==> src/rtl/leg_angle_scheduler_pkg.sv <==
// rtl/leg_angle_scheduler_pkg.sv - shared field widths, default leg count and FSM encoding
package leg_angle_scheduler_pkg;

  localparam int VEC_W        = 9;
  localparam int LUTIN_W      = 17;
  localparam int ATAN_W       = 13;
  localparam int DEF_NUM_LEGS = 6;

  typedef enum logic [1:0] {
    ST_IDLE  = 2'd0,
    ST_ISSUE = 2'd1,
    ST_DRAIN = 2'd2
  } state_t;

endpackage

==> src/rtl/leg_angle_scheduler_if.sv <==
// rtl/leg_angle_scheduler_if.sv - issue/result bundle between scheduler and shared angle datapath
interface leg_angle_scheduler_if
  import leg_angle_scheduler_pkg::*;
#(
  parameter int LEG_W = 3
) ();

  logic                      dp_validIn;
  logic signed [VEC_W-1:0]   dp_lx;
  logic signed [VEC_W-1:0]   dp_ly;
  logic signed [VEC_W-1:0]   dp_lz;
  logic [LEG_W-1:0]          dp_leg;
  logic                      dp_validOut;
  logic signed [LUTIN_W-1:0] dp_LUTin;
  logic signed [ATAN_W-1:0]  dp_atan;

  // Scheduler side: issues vectors, receives results.
  modport master (
    output dp_validIn, dp_lx, dp_ly, dp_lz, dp_leg,
    input  dp_validOut, dp_LUTin, dp_atan
  );

  // Datapath side: consumes vectors, returns results.
  modport slave (
    input  dp_validIn, dp_lx, dp_ly, dp_lz, dp_leg,
    output dp_validOut, dp_LUTin, dp_atan
  );

endinterface

==> src/rtl/leg_angle_scheduler_leg_tag_fifo.sv <==
// rtl/leg_angle_scheduler_leg_tag_fifo.sv - in-order leg tag FIFO with simultaneous push/pop
module leg_tag_fifo #(
  parameter int W     = 3,
  parameter int DEPTH = 8
) (
  input  logic         clock,
  input  logic         reset,
  input  logic         push,
  input  logic [W-1:0] push_data,
  input  logic         pop,
  output logic [W-1:0] head,
  output logic         full,
  output logic         empty
);

  localparam int AW = (DEPTH > 1) ? $clog2(DEPTH) : 1;
  localparam int CW = AW + 1;

  logic [W-1:0]  mem [DEPTH];
  logic [AW-1:0] wr_ptr;
  logic [AW-1:0] rd_ptr;
  logic [CW-1:0] count;
  logic          do_push;
  logic          do_pop;

  // A push into a full FIFO is accepted only when the head leaves in the same cycle.
  assign do_pop  = pop && !empty;
  assign do_push = push && (!full || do_pop);
  assign full    = (count == CW'(DEPTH));
  assign empty   = (count == '0);
  assign head    = mem[rd_ptr];

  // Storage, pointers and occupancy; pointers wrap naturally since DEPTH is a power of two.
  always_ff @(posedge clock or posedge reset) begin
    if (reset) begin
      wr_ptr <= '0;
      rd_ptr <= '0;
      count  <= '0;
      for (int i = 0; i < DEPTH; i++) mem[i] <= '0;
    end else begin
      if (do_push) begin
        mem[wr_ptr] <= push_data;
        wr_ptr      <= wr_ptr + 1'b1;
      end
      if (do_pop) rd_ptr <= rd_ptr + 1'b1;
      case ({do_push, do_pop})
        2'b10:   count <= count + 1'b1;
        2'b01:   count <= count - 1'b1;
        default: count <= count;
      endcase
    end
  end

endmodule

==> src/rtl/leg_angle_scheduler.sv <==
// rtl/leg_angle_scheduler.sv - time-multiplexes one servo-angle datapath across all legs per frame
module leg_angle_scheduler
  import leg_angle_scheduler_pkg::*;
#(
  parameter int NUM_LEGS  = DEF_NUM_LEGS,
  parameter int TAG_DEPTH = 8,
  parameter int LEG_W     = 3
) (
  input  logic                          clock,
  input  logic                          reset,
  input  logic                          start,
  input  logic [VEC_W*NUM_LEGS-1:0]     lx_all,
  input  logic [VEC_W*NUM_LEGS-1:0]     ly_all,
  input  logic [VEC_W*NUM_LEGS-1:0]     lz_all,
  output logic                          busy,
  leg_angle_scheduler_if.master         dpif,
  output logic [LUTIN_W*NUM_LEGS-1:0]   lutin_all,
  output logic [ATAN_W*NUM_LEGS-1:0]    atan_all,
  output logic                          frame_done,
  output logic                          err_orphan
);

  localparam int CNT_W = LEG_W + 1;

  state_t                        state;
  state_t                        state_nxt;
  logic [VEC_W*NUM_LEGS-1:0]     snap_lx;
  logic [VEC_W*NUM_LEGS-1:0]     snap_ly;
  logic [VEC_W*NUM_LEGS-1:0]     snap_lz;
  logic [LUTIN_W*NUM_LEGS-1:0]   shadow_lutin;
  logic [ATAN_W*NUM_LEGS-1:0]    shadow_atan;
  logic [LEG_W-1:0]              issue_idx;
  logic [CNT_W-1:0]              rx_cnt;
  logic                          fifo_full;
  logic                          fifo_empty;
  logic [LEG_W-1:0]              fifo_head;
  logic                          pop;
  logic                          accept;
  logic                          issue;
  logic                          done;

  // A result only retires a tag when one is outstanding; otherwise it is an orphan.
  assign pop  = dpif.dp_validOut && !fifo_empty;
  assign busy = (state != ST_IDLE);

  leg_tag_fifo #(
    .W     (LEG_W),
    .DEPTH (TAG_DEPTH)
  ) u_tag_fifo (
    .clock     (clock),
    .reset     (reset),
    .push      (issue),
    .push_data (issue_idx),
    .pop       (pop),
    .head      (fifo_head),
    .full      (fifo_full),
    .empty     (fifo_empty)
  );

  // Frame state register.
  always_ff @(posedge clock or posedge reset) begin
    if (reset) state <= ST_IDLE;
    else       state <= state_nxt;
  end

  // Next state plus the accept/issue/complete strobes that steer the datapath registers.
  always_comb begin
    state_nxt = state;
    accept    = 1'b0;
    issue     = 1'b0;
    done      = 1'b0;
    case (state)
      ST_IDLE: begin
        if (start) begin
          accept    = 1'b1;
          state_nxt = ST_ISSUE;
        end
      end
      ST_ISSUE: begin
        if (!fifo_full || pop) begin
          issue = 1'b1;
          if (issue_idx == LEG_W'(NUM_LEGS - 1)) state_nxt = ST_DRAIN;
        end
      end
      ST_DRAIN: begin
        if (pop && (rx_cnt == CNT_W'(NUM_LEGS - 1))) begin
          done      = 1'b1;
          state_nxt = ST_IDLE;
        end
      end
      default: state_nxt = ST_IDLE;
    endcase
  end

  // Snapshot capture and issue sequencing; registered dp_* outputs.
  always_ff @(posedge clock or posedge reset) begin
    if (reset) begin
      snap_lx         <= '0;
      snap_ly         <= '0;
      snap_lz         <= '0;
      issue_idx       <= '0;
      dpif.dp_validIn <= 1'b0;
      dpif.dp_lx      <= '0;
      dpif.dp_ly      <= '0;
      dpif.dp_lz      <= '0;
      dpif.dp_leg     <= '0;
    end else begin
      if (accept) begin
        snap_lx   <= lx_all;
        snap_ly   <= ly_all;
        snap_lz   <= lz_all;
        issue_idx <= '0;
      end else if (issue) begin
        issue_idx <= issue_idx + 1'b1;
      end
      dpif.dp_validIn <= issue;
      if (issue) begin
        dpif.dp_lx  <= snap_lx[issue_idx*VEC_W +: VEC_W];
        dpif.dp_ly  <= snap_ly[issue_idx*VEC_W +: VEC_W];
        dpif.dp_lz  <= snap_lz[issue_idx*VEC_W +: VEC_W];
        dpif.dp_leg <= issue_idx;
      end
    end
  end

  // Result capture into the shadow bank, indexed by the tag that left the FIFO.
  always_ff @(posedge clock or posedge reset) begin
    if (reset) begin
      rx_cnt       <= '0;
      shadow_lutin <= '0;
      shadow_atan  <= '0;
      err_orphan   <= 1'b0;
    end else begin
      if (accept)   rx_cnt <= '0;
      else if (pop) rx_cnt <= rx_cnt + 1'b1;
      if (pop) begin
        shadow_lutin[fifo_head*LUTIN_W +: LUTIN_W] <= dpif.dp_LUTin;
        shadow_atan[fifo_head*ATAN_W +: ATAN_W]    <= dpif.dp_atan;
      end
      if (dpif.dp_validOut && fifo_empty) err_orphan <= 1'b1;
    end
  end

  // Publish the whole bank at once; the final result bypasses the shadow so it lands this edge.
  always_ff @(posedge clock or posedge reset) begin
    if (reset) begin
      lutin_all  <= '0;
      atan_all   <= '0;
      frame_done <= 1'b0;
    end else begin
      frame_done <= done;
      if (done) begin
        for (int k = 0; k < NUM_LEGS; k++) begin
          if (fifo_head == LEG_W'(k)) begin
            lutin_all[k*LUTIN_W +: LUTIN_W] <= dpif.dp_LUTin;
            atan_all[k*ATAN_W +: ATAN_W]    <= dpif.dp_atan;
          end else begin
            lutin_all[k*LUTIN_W +: LUTIN_W] <= shadow_lutin[k*LUTIN_W +: LUTIN_W];
            atan_all[k*ATAN_W +: ATAN_W]    <= shadow_atan[k*ATAN_W +: ATAN_W];
          end
        end
      end
    end
  end

endmodule

==> src/flat_wrapper.sv <==
// flat-port wrapper written by rule: the top's interface ports become plain ports
module leg_angle_scheduler_flat import leg_angle_scheduler_pkg::*;
#(
  parameter int NUM_LEGS  = DEF_NUM_LEGS,
  parameter int TAG_DEPTH = 8,
  parameter int LEG_W     = 3
)
  (clock, reset, start, lx_all, ly_all, lz_all, busy, lutin_all, atan_all, frame_done, err_orphan, dpif_dp_validIn, dpif_dp_lx, dpif_dp_ly, dpif_dp_lz, dpif_dp_leg, dpif_dp_validOut, dpif_dp_LUTin, dpif_dp_atan);
  leg_angle_scheduler_if #(.LEG_W(LEG_W)) dpif_i ();
  input  logic clock;
  input  logic reset;
  input  logic start;
  input  logic [VEC_W*NUM_LEGS-1:0] lx_all;
  input  logic [VEC_W*NUM_LEGS-1:0] ly_all;
  input  logic [VEC_W*NUM_LEGS-1:0] lz_all;
  output logic busy;
  output logic [LUTIN_W*NUM_LEGS-1:0] lutin_all;
  output logic [ATAN_W*NUM_LEGS-1:0] atan_all;
  output logic frame_done;
  output logic err_orphan;
  output wire logic [$bits(dpif_i.dp_validIn)-1:0] dpif_dp_validIn;
  output wire logic [$bits(dpif_i.dp_lx)-1:0] dpif_dp_lx;
  output wire logic [$bits(dpif_i.dp_ly)-1:0] dpif_dp_ly;
  output wire logic [$bits(dpif_i.dp_lz)-1:0] dpif_dp_lz;
  output wire logic [$bits(dpif_i.dp_leg)-1:0] dpif_dp_leg;
  input wire logic [$bits(dpif_i.dp_validOut)-1:0] dpif_dp_validOut;
  input wire logic [$bits(dpif_i.dp_LUTin)-1:0] dpif_dp_LUTin;
  input wire logic [$bits(dpif_i.dp_atan)-1:0] dpif_dp_atan;
  assign dpif_dp_validIn = dpif_i.dp_validIn;
  assign dpif_dp_lx = dpif_i.dp_lx;
  assign dpif_dp_ly = dpif_i.dp_ly;
  assign dpif_dp_lz = dpif_i.dp_lz;
  assign dpif_dp_leg = dpif_i.dp_leg;
  assign dpif_i.dp_validOut = dpif_dp_validOut;
  assign dpif_i.dp_LUTin = dpif_dp_LUTin;
  assign dpif_i.dp_atan = dpif_dp_atan;
  leg_angle_scheduler #(.NUM_LEGS(NUM_LEGS), .TAG_DEPTH(TAG_DEPTH), .LEG_W(LEG_W)) u_core (.clock(clock), .reset(reset), .start(start), .lx_all(lx_all), .ly_all(ly_all), .lz_all(lz_all), .busy(busy), .dpif(dpif_i), .lutin_all(lutin_all), .atan_all(atan_all), .frame_done(frame_done), .err_orphan(err_orphan));
endmodule
==> config.mk <==
export PLATFORM = sky130hd
export DESIGN_NAME = leg_angle_scheduler_flat
export DESIGN_NICKNAME = d
export VERILOG_FILES = /design/src/rtl/leg_angle_scheduler_pkg.sv /design/src/rtl/leg_angle_scheduler_if.sv /design/src/rtl/leg_angle_scheduler_leg_tag_fifo.sv /design/src/rtl/leg_angle_scheduler.sv /design/src/flat_wrapper.sv
export SDC_FILE = /design/constraint.sdc
export NUM_CORES = 1
export LEC_CHECK = 0
export BUFFER_PORTS_ARGS = -buffer_cell sky130_fd_sc_hd__buf_2
export CORE_ASPECT_RATIO = 1.25
export CORE_MARGIN = 8
export CORE_UTILIZATION = 57
export CTS_CLUSTER_SIZE = 30
export DETAILED_ROUTE_END_ITERATION = 6
export PLACE_DENSITY = 0.8
export SLEW_MARGIN = 10
export SYNTH_ARGS = -nofsm -noshare
export SYNTH_HDL_FRONTEND = slang
export SYNTH_SLANG_ARGS = --single-unit
==> constraint.sdc <==
create_clock -name clock -period 19.75 [get_ports clock]
set_clock_uncertainty 0.05 [all_clocks]
set_input_delay 0 -clock clock [delete_from_list [all_inputs] [get_ports clock]]
set_output_delay 0 -clock clock [all_outputs]
set_load 0.005 [all_outputs]
After elaboration in Yosys (flattened, before gate mapping)
Index checks and enable logic that the tools add are counted.
Storage, ports and cells
  word-level logic and storage cells: 121
  register bits: 598
  output and inout bits: 214
  latch bits: 0
  memories: 0
  input port bits: 196
  bits in read-only memories: 0
  memory bits (writable): 0
Cells by class
  magnitude comparators: 3
  bitwise logic cells: 2
  multiply operators: 3
  shift-type cells: 7
  reduce and logical (&&, ||, !) cells: 18
  equal/unequal tests: 16
  add/subtract/negate cells: 8
  multiplexer cells: 36
  divide/modulo/power cells: 0
Operator list (count)
  indexed part select 54 x 8 -> 9 bit: 3
  bitwise mux 102 bit: 1
  two-way mux 17 bit: 6
  variable shift 17 x 34 -> 102 bit, first input constant: 1
  indexed part select 17 x 34 -> 102 bit: 1
  bitwise mux 78 bit: 1
  two-way mux 13 bit: 6
  variable shift 13 x 34 -> 78 bit, first input constant: 1
  indexed part select 13 x 34 -> 78 bit: 1
  negator 7 -> 34 bit: 1
  negator 8 -> 34 bit: 1
  bitwise mux 24 bit: 1
  two-way mux 3 bit: 5
  multiplier 3 x 4 -> 7 bit, second input constant: 2
  adder 3 x 1 -> 3 bit, second input constant: 3
  binary-select mux 3 bit (select 3 bit): 1
  demux 3 bit (select 3 bit): 1
  == test 3 bit, second input constant: 3
  adder 4 x 1 -> 4 bit, second input constant: 2
  >= comparator 4 bit, second input constant: 2
  multiplier 3 x 5 -> 8 bit, second input constant: 1
  two-way mux 2 bit: 4
  two-way mux 4 bit: 2
  NOT 3 -> 4 bit: 2
  21 further kinds: 41

Logic depth before layout (Yosys ltp)
  depth in word-level cells: 9
  mapped depth: 12
  gate-level depth less buffers: 10

Modules after synthesis
A second synthesis with hierarchy kept.
Unflattened totals
  cells, all modules: 2439
  area, all modules: 26351.5 µm²
Modules (own cells, without submodules)
  leg_angle_scheduler: times used 1, cells an instance 2310, seq. area each 14113.5 µm², area an instance 24517.3 µm²
  leg_tag_fifo: times used 1, cells an instance 129, seq. area each 850.8 µm², area an instance 1834.3 µm²

Least setup slack after synthesis
Ideal clock, no wire load.
  path kind: flip-flop to flip-flop
  start point: register u_core.u_tag_fifo.rd_ptr[0]
  end point: register u_core.shadow_atan[52]
  data arrival time: 2.925 ns
  setup slack: 16.650 ns
  buffers on the path: 2
  period minus slack after synthesis: 3.100 ns
  cell stages (with the launch flop): 12
  setup time: 0.125 ns
  data required time: 19.575 ns
  path through: dfrtp_1 buf_6 mux4_2 mux2_4 inv_1 ha_1 ha_1 nor2b_1 nand2_1 nor3b_2 buf_6 mux2_4
Between the ends
  cells in the longest elaborated chain, start to end: 8
  elaborated cells between the ends (all ways): 9
Ends and longest elaborated chain
  start: declaration: line leg_angle_scheduler_leg_tag_fifo.sv:21  | logic [AW-1:0] rd_ptr;
  start signal: assignment: line leg_angle_scheduler_leg_tag_fifo.sv:45  | if (do_pop) rd_ptr <= rd_ptr + 1'b1;
  NOT 3 -> 4 bit (not written as such) *: line leg_angle_scheduler_leg_tag_fifo.sv:31  | assign head = mem[rd_ptr];
  binary-select mux 3 bit (select 3 bit) *: line leg_angle_scheduler_leg_tag_fifo.sv:31
  two-way mux 3 bit (not written as such) * (2 in a row): line leg_angle_scheduler_leg_tag_fifo.sv:31
  multiplier 3 x 4 -> 7 bit *: line leg_angle_scheduler.sv:138  | shadow_atan[fifo_head*ATAN_W +: ATAN_W] <= dpif.dp_atan;
  negator 7 -> 34 bit *: line leg_angle_scheduler.sv:138
  indexed part select 13 x 34 -> 78 bit or variable shift 13 x 34 -> 78 bit (tied branches): line leg_angle_scheduler.sv:138
  bitwise mux 78 bit *: line leg_angle_scheduler.sv:138
  end signal: indexed assignment: line leg_angle_scheduler.sv:138
  end: declaration: line leg_angle_scheduler.sv:31  | logic [ATAN_W*NUM_LEGS-1:0] shadow_atan;
Mark *: on every way between the ends. The rest lies on a longest branch, timed or not. The select of a mux whose other input is x is not followed.
A chain may end at the register's enable or synchronous reset.

Worst setup path in the final report
  start point: register u_core.u_tag_fifo.count[0]
  end point: register u_core.lutin_all[70]
Between the ends
  cells in the longest elaborated chain, start to end: 6
Ends and longest elaborated chain
  start: declaration: line leg_angle_scheduler_leg_tag_fifo.sv:22  | logic [CW-1:0] count;
  start signal: assignment: line leg_angle_scheduler_leg_tag_fifo.sv:47  | 2'b10: count <= count + 1'b1;
  start signal: assignment: line leg_angle_scheduler_leg_tag_fifo.sv:48  | 2'b01: count <= count - 1'b1;
  start signal: assignment: line leg_angle_scheduler_leg_tag_fifo.sv:49  | default: count <= count;
  zero test 4 bit: line leg_angle_scheduler_leg_tag_fifo.sv:30  | assign empty = (count == '0);
  zero test 1 bit: line leg_angle_scheduler.sv:43  | assign pop = dpif.dp_validOut && !fifo_empty;
  logical AND 1 bit: line leg_angle_scheduler.sv:43
  logical AND 1 bit: line leg_angle_scheduler.sv:86  | if (pop && (rx_cnt == CNT_W'(NUM_LEGS - 1))) begin
  two-way mux 1 bit: line leg_angle_scheduler.sv:86
  two-way mux 1 bit: line leg_angle_scheduler.sv:72  | case (state)
  end signal: indexed assignment: line leg_angle_scheduler.sv:155  | lutin_all[k*LUTIN_W +: LUTIN_W] <= dpif.dp_LUTin;
  end signal: indexed assignment: line leg_angle_scheduler.sv:158  | lutin_all[k*LUTIN_W +: LUTIN_W] <= shadow_lutin[k*LUTIN_W +: LUTIN_W];
  end: declaration: line leg_angle_scheduler.sv:17  | output logic [LUTIN_W*NUM_LEGS-1:0] lutin_all,
Every way passes these cells.

==> results.json <==
{
  "slew_headroom_pct": 23.2,
  "drt-initial-drc-count": 1649,
  "routed_wl_mm": 72.8,
  "reg2reg_to": "u_core.lutin_all[70]$_DFFE_PP0P_",
  "dr.pass1.iters": 5,
  "multiInputGateArea_um2": 10000,
  "use_met1_pct": 35.2,
  "worst_pin_slew_ns": 1.15,
  "synth_area_um2": 25800,
  "async_flop_share_pct": 100,
  "reg2reg_from": "u_core.u_tag_fifo.count[0]$_DFFE_PP0P_",
  "drc_errors": 0,
  "area_delta_synth_final_pct": 23.5,
  "clockBufferDepth": 3,
  "rsz0062_at_grt": "no",
  "cts_max_level": 2,
  "synth-edff-count": 0,
  "fillers": 2867,
  "hold_viol": 0,
  "synth_cells": 2245,
  "wire_per_inst_um": 21.6,
  "slowest_stage": "buf_4",
  "required_ns": 20.22,
  "fp.dieH_um": 254,
  "grt_max_degree": 253,
  "vdd.ir_drop.worst_mv": 0.226,
  "dp_hpwl_mm": 43.6,
  "arrival_ns": 4.39,
  "yosysWarnings": 0,
  "synth_seq_area_share_pct": 58.1,
  "status": "complete, no violations",
  "start_util_pct": 57.4,
  "p_total_mw": 5.39,
  "crit_path_start_kind": "register",
  "timing.setup.tns_ns": 0,
  "met2_usage_pct": 45.4,
  "crit_chain": "o41a_1 -> nand4b_1 -> nor3b_2 -> buf_4 -> buf_12 -> nor2_1 -> a21oi_1",
  "utilization_pct": 70.9,
  "powerDensity_nw_per_um2": 170,
  "crit_type": "reg2reg",
  "viasPerCell": 5.81,
  "vias": 19600,
  "slowest_delay_ns": 0.80,
  "worst-r2r-cell-count": 7,
  "dp.cells": 3072,
  "drive_gt1_share_pct": 31.3,
  "layout.cells.non_filler": 3371,
  "critPathCaptureType": "register",
  "syn_nets": 2456,
  "syn_avg_cell_area_um2": 11.5,
  "synth_flop_cell": "dfrtp_1",
  "setup_viol": 0,
  "numCtsBuffers": 56,
  "clock_latency_ns": 0.62,
  "r2r_slack_ns": 15.83,
  "maxCapViolations": 0,
  "grt_pass1_wl_mm": 115,
  "synth_area_leaders": "dfrtp_1 58%, mux2_2 10%, nand2_1 6.1%",
  "die-area_um2": 52300,
  "final_nets": 2959,
  "rows": 87,
  "fmax_mhz": 255,
  "ff_latch_area_um2": 15000,
  "path_clk_slew_ns": 0.07,
  "worst-path-buf-inv": 2,
  "postRouteAntennaNets": 0,
  "period_needed_ns": 3.92,
  "antenna_found_initial": 5,
  "clockRootBuffer": "clkbuf_16",
  "port_buffers": 409,
  "grt_pass1_vias": 20300,
  "globalRoute.busiestLayer": "met2",
  "io_pins": 410,
  "gp_congestion": 0.822,
  "use_met3_pct": 6.24,
  "synth_top_area_share_pct": 58.1,
  "yosysTopAreaCell": "dfrtp_1",
  "slew_viol_final": 0,
  "min_path_type": "in2async",
  "cts_tree": "built",
  "ys_seq_elements": 598,
  "ys_types": 48,
  "die_w_um": 206,
  "leakage_nw": 14.8,
  "overflow": 0,
  "post-route-period-util_pct": 19.9,
  "cts_sinks": 598,
  "core_um2": 44800,
  "crit_fanout": 252,
  "crit_family": "buffers and inverters",
  "grt_usage_pct": 27.7
}
## worst reg2reg max path, cell delays in order (launching register included)
cell      delay (ns)
dfrtp_1         0.48
o41a_1          0.65
nand4b_1        0.29
nor3b_2         0.23
buf_4           0.80
buf_12          0.69
nor2_1          0.40
a21oi_1         0.24
## synthesized netlist by cell type, types with 2 or more instances
cell	count
a21oi_1	89
inv_1	9
clkbuf_1	114
nor2_1	222
buf_1	12
nand2_1	418
xor2_1	7
dfrtp_1	598
mux2_2	237
o22ai_1	2
nand4b_1	3
mux2_1	2
nor3_1	4
ha_1	15
buf_2	47
o21ai_0	103
a31oi_1	120
xnor2_1	7
a21boi_0	3
nor4b_1	2
mux4_2	30
buf_6	10
nand4_1	3
mux2_4	61
a211oi_1	2
nand2b_1	4
mux2i_1	67
nand3_1	5
nor2b_1	3
a22oi_1	28
## final cells by class
cell class | instances | share of cell area [%]
Timing Repair Buffer | 629 | 13.2
Multi-Input combinational cell | 1452 | 31.4
Tap cell | 578 | 2.27
Antenna cell | 5 | 0.0393
Clock inverter | 17 | 0.625
Sequential cell | 598 | 47.1
Inverter | 11 | 0.153
Clock buffer | 81 | 5.17
## cells by family (layout without fill, tap and decap cells)
| kind of cell | count (synthesis) | count (layout) | synth area share, % |
|---|---|---|---|
| flip-flops | 598 | 598 | 58.1 |
| multiplexers | 397 | 397 | 19.2 |
| other | 0 | 5 | 0 |
| AND/OR/NAND/NOR | 673 | 673 | 10.2 |
| XOR/XNOR | 14 | 14 | 0.476 |
| AO/OA/AOI/OAI | 353 | 353 | 7.87 |
| buffers and inverters | 195 | 738 | 3.37 |
| adder cells (fa/ha/maj) | 15 | 15 | 0.729 |
## routing by layer
metal	routed length, um	share of wire, %	vias up
li1	-	-	8714
met4	2930	4.0	2
met3	6030	8.3	191
met1	28000	38	9773
met2	35800	49	908
met5	8	0.011	-
## per-stage QoR
step | hold slack, ns | instance area (um^2) | worst slack [ns]
after global routing | 0.0973 | 31800 | 15.52
after global placement | 0.157 | 28000 | 16.05
after CTS | 0.0606 | 31800 | 15.87
final | 0.0576 | 31800 | 15.83
after detailed placement | 0.172 | 28000 | 15.90
after floorplan | 0.102 | 25800 | 2.96
## where the power goes
part,internal (mW),switching [mW],total [mW]
Combinational,1.04,1.17,2.21
Sequential,1.72,0.370,2.09
Clock,0.617,0.475,1.09
## flip-flops by register name, indices dropped and copies added (netlist names), 3 cells and up
name                      cells
u_core.lutin_all            102
u_core.shadow_lutin         102
u_core.atan_all              78
u_core.shadow_atan           78
u_core.snap_lx               54
u_core.snap_ly               54
u_core.snap_lz               54
u_core.u_tag_fifo.mem        24
u_core.dpif.dp_lx             9
u_core.dpif.dp_ly             9
u_core.dpif.dp_lz             9
u_core.rx_cnt                 4
u_core.u_tag_fifo.count       4
u_core.dpif.dp_leg            3
u_core.issue_idx              3
u_core.u_tag_fifo.rd_ptr      3
u_core.u_tag_fifo.wr_ptr      3
## timing repair
item | in CTS | in global routing
hold buffers | 196 | 0
hold endpoints to repair | 637 | 0
resized for setup | 0 | 0
setup buffers | 0 | 0
## cells in the final DEF, fill, tap and decap left out, drive strengths merged, types with 67 or more instances in the layout
| cell type | netlist | routed |
|---|---|---|
| dfrtp | 598 | 598 |
| o21ai | 103 | 103 |
| clkbuf | 115 | 81 |
| mux2 | 300 | 300 |
| nor2 | 222 | 222 |
| nand2 | 418 | 418 |
| mux2i | 67 | 67 |
| a31oi | 120 | 120 |
| dlygate4sd3 | 0 | 196 |
| buf | 69 | 433 |
| a21oi | 90 | 90 |
## how the worst max path moves through the flow
| stage | from | endpoint | slack, ns | depth (start not counted) |
|---|---|---|---|---|
| 2_1_floorplan | reset | u_core.atan_all[0]$_DFFE_PP0P_ | 2.96 | 1 |
| 3_3_place_gp | u_core.u_tag_fifo.rd_ptr[0]$_DFFE_PP0P_ | u_core.shadow_lutin[71]$_DFFE_PP0P_ | 16.05 | 10 |
| 3_5_place_dp | u_core.u_tag_fifo.rd_ptr[0]$_DFFE_PP0P_ | u_core.shadow_atan[56]$_DFFE_PP0P_ | 15.90 | 10 |
| 4_1_cts | u_core.u_tag_fifo.rd_ptr[0]$_DFFE_PP0P_ | u_core.shadow_lutin[75]$_DFFE_PP0P_ | 15.87 | 10 |
| 5_1_grt | u_core.u_tag_fifo.count[1]$_DFFE_PP0P_ | u_core.lutin_all[70]$_DFFE_PP0P_ | 15.52 | 7 |
| 6_report | u_core.u_tag_fifo.count[0]$_DFFE_PP0P_ | u_core.lutin_all[70]$_DFFE_PP0P_ | 15.83 | 7 |
Power figures use the tool's default switching activity.
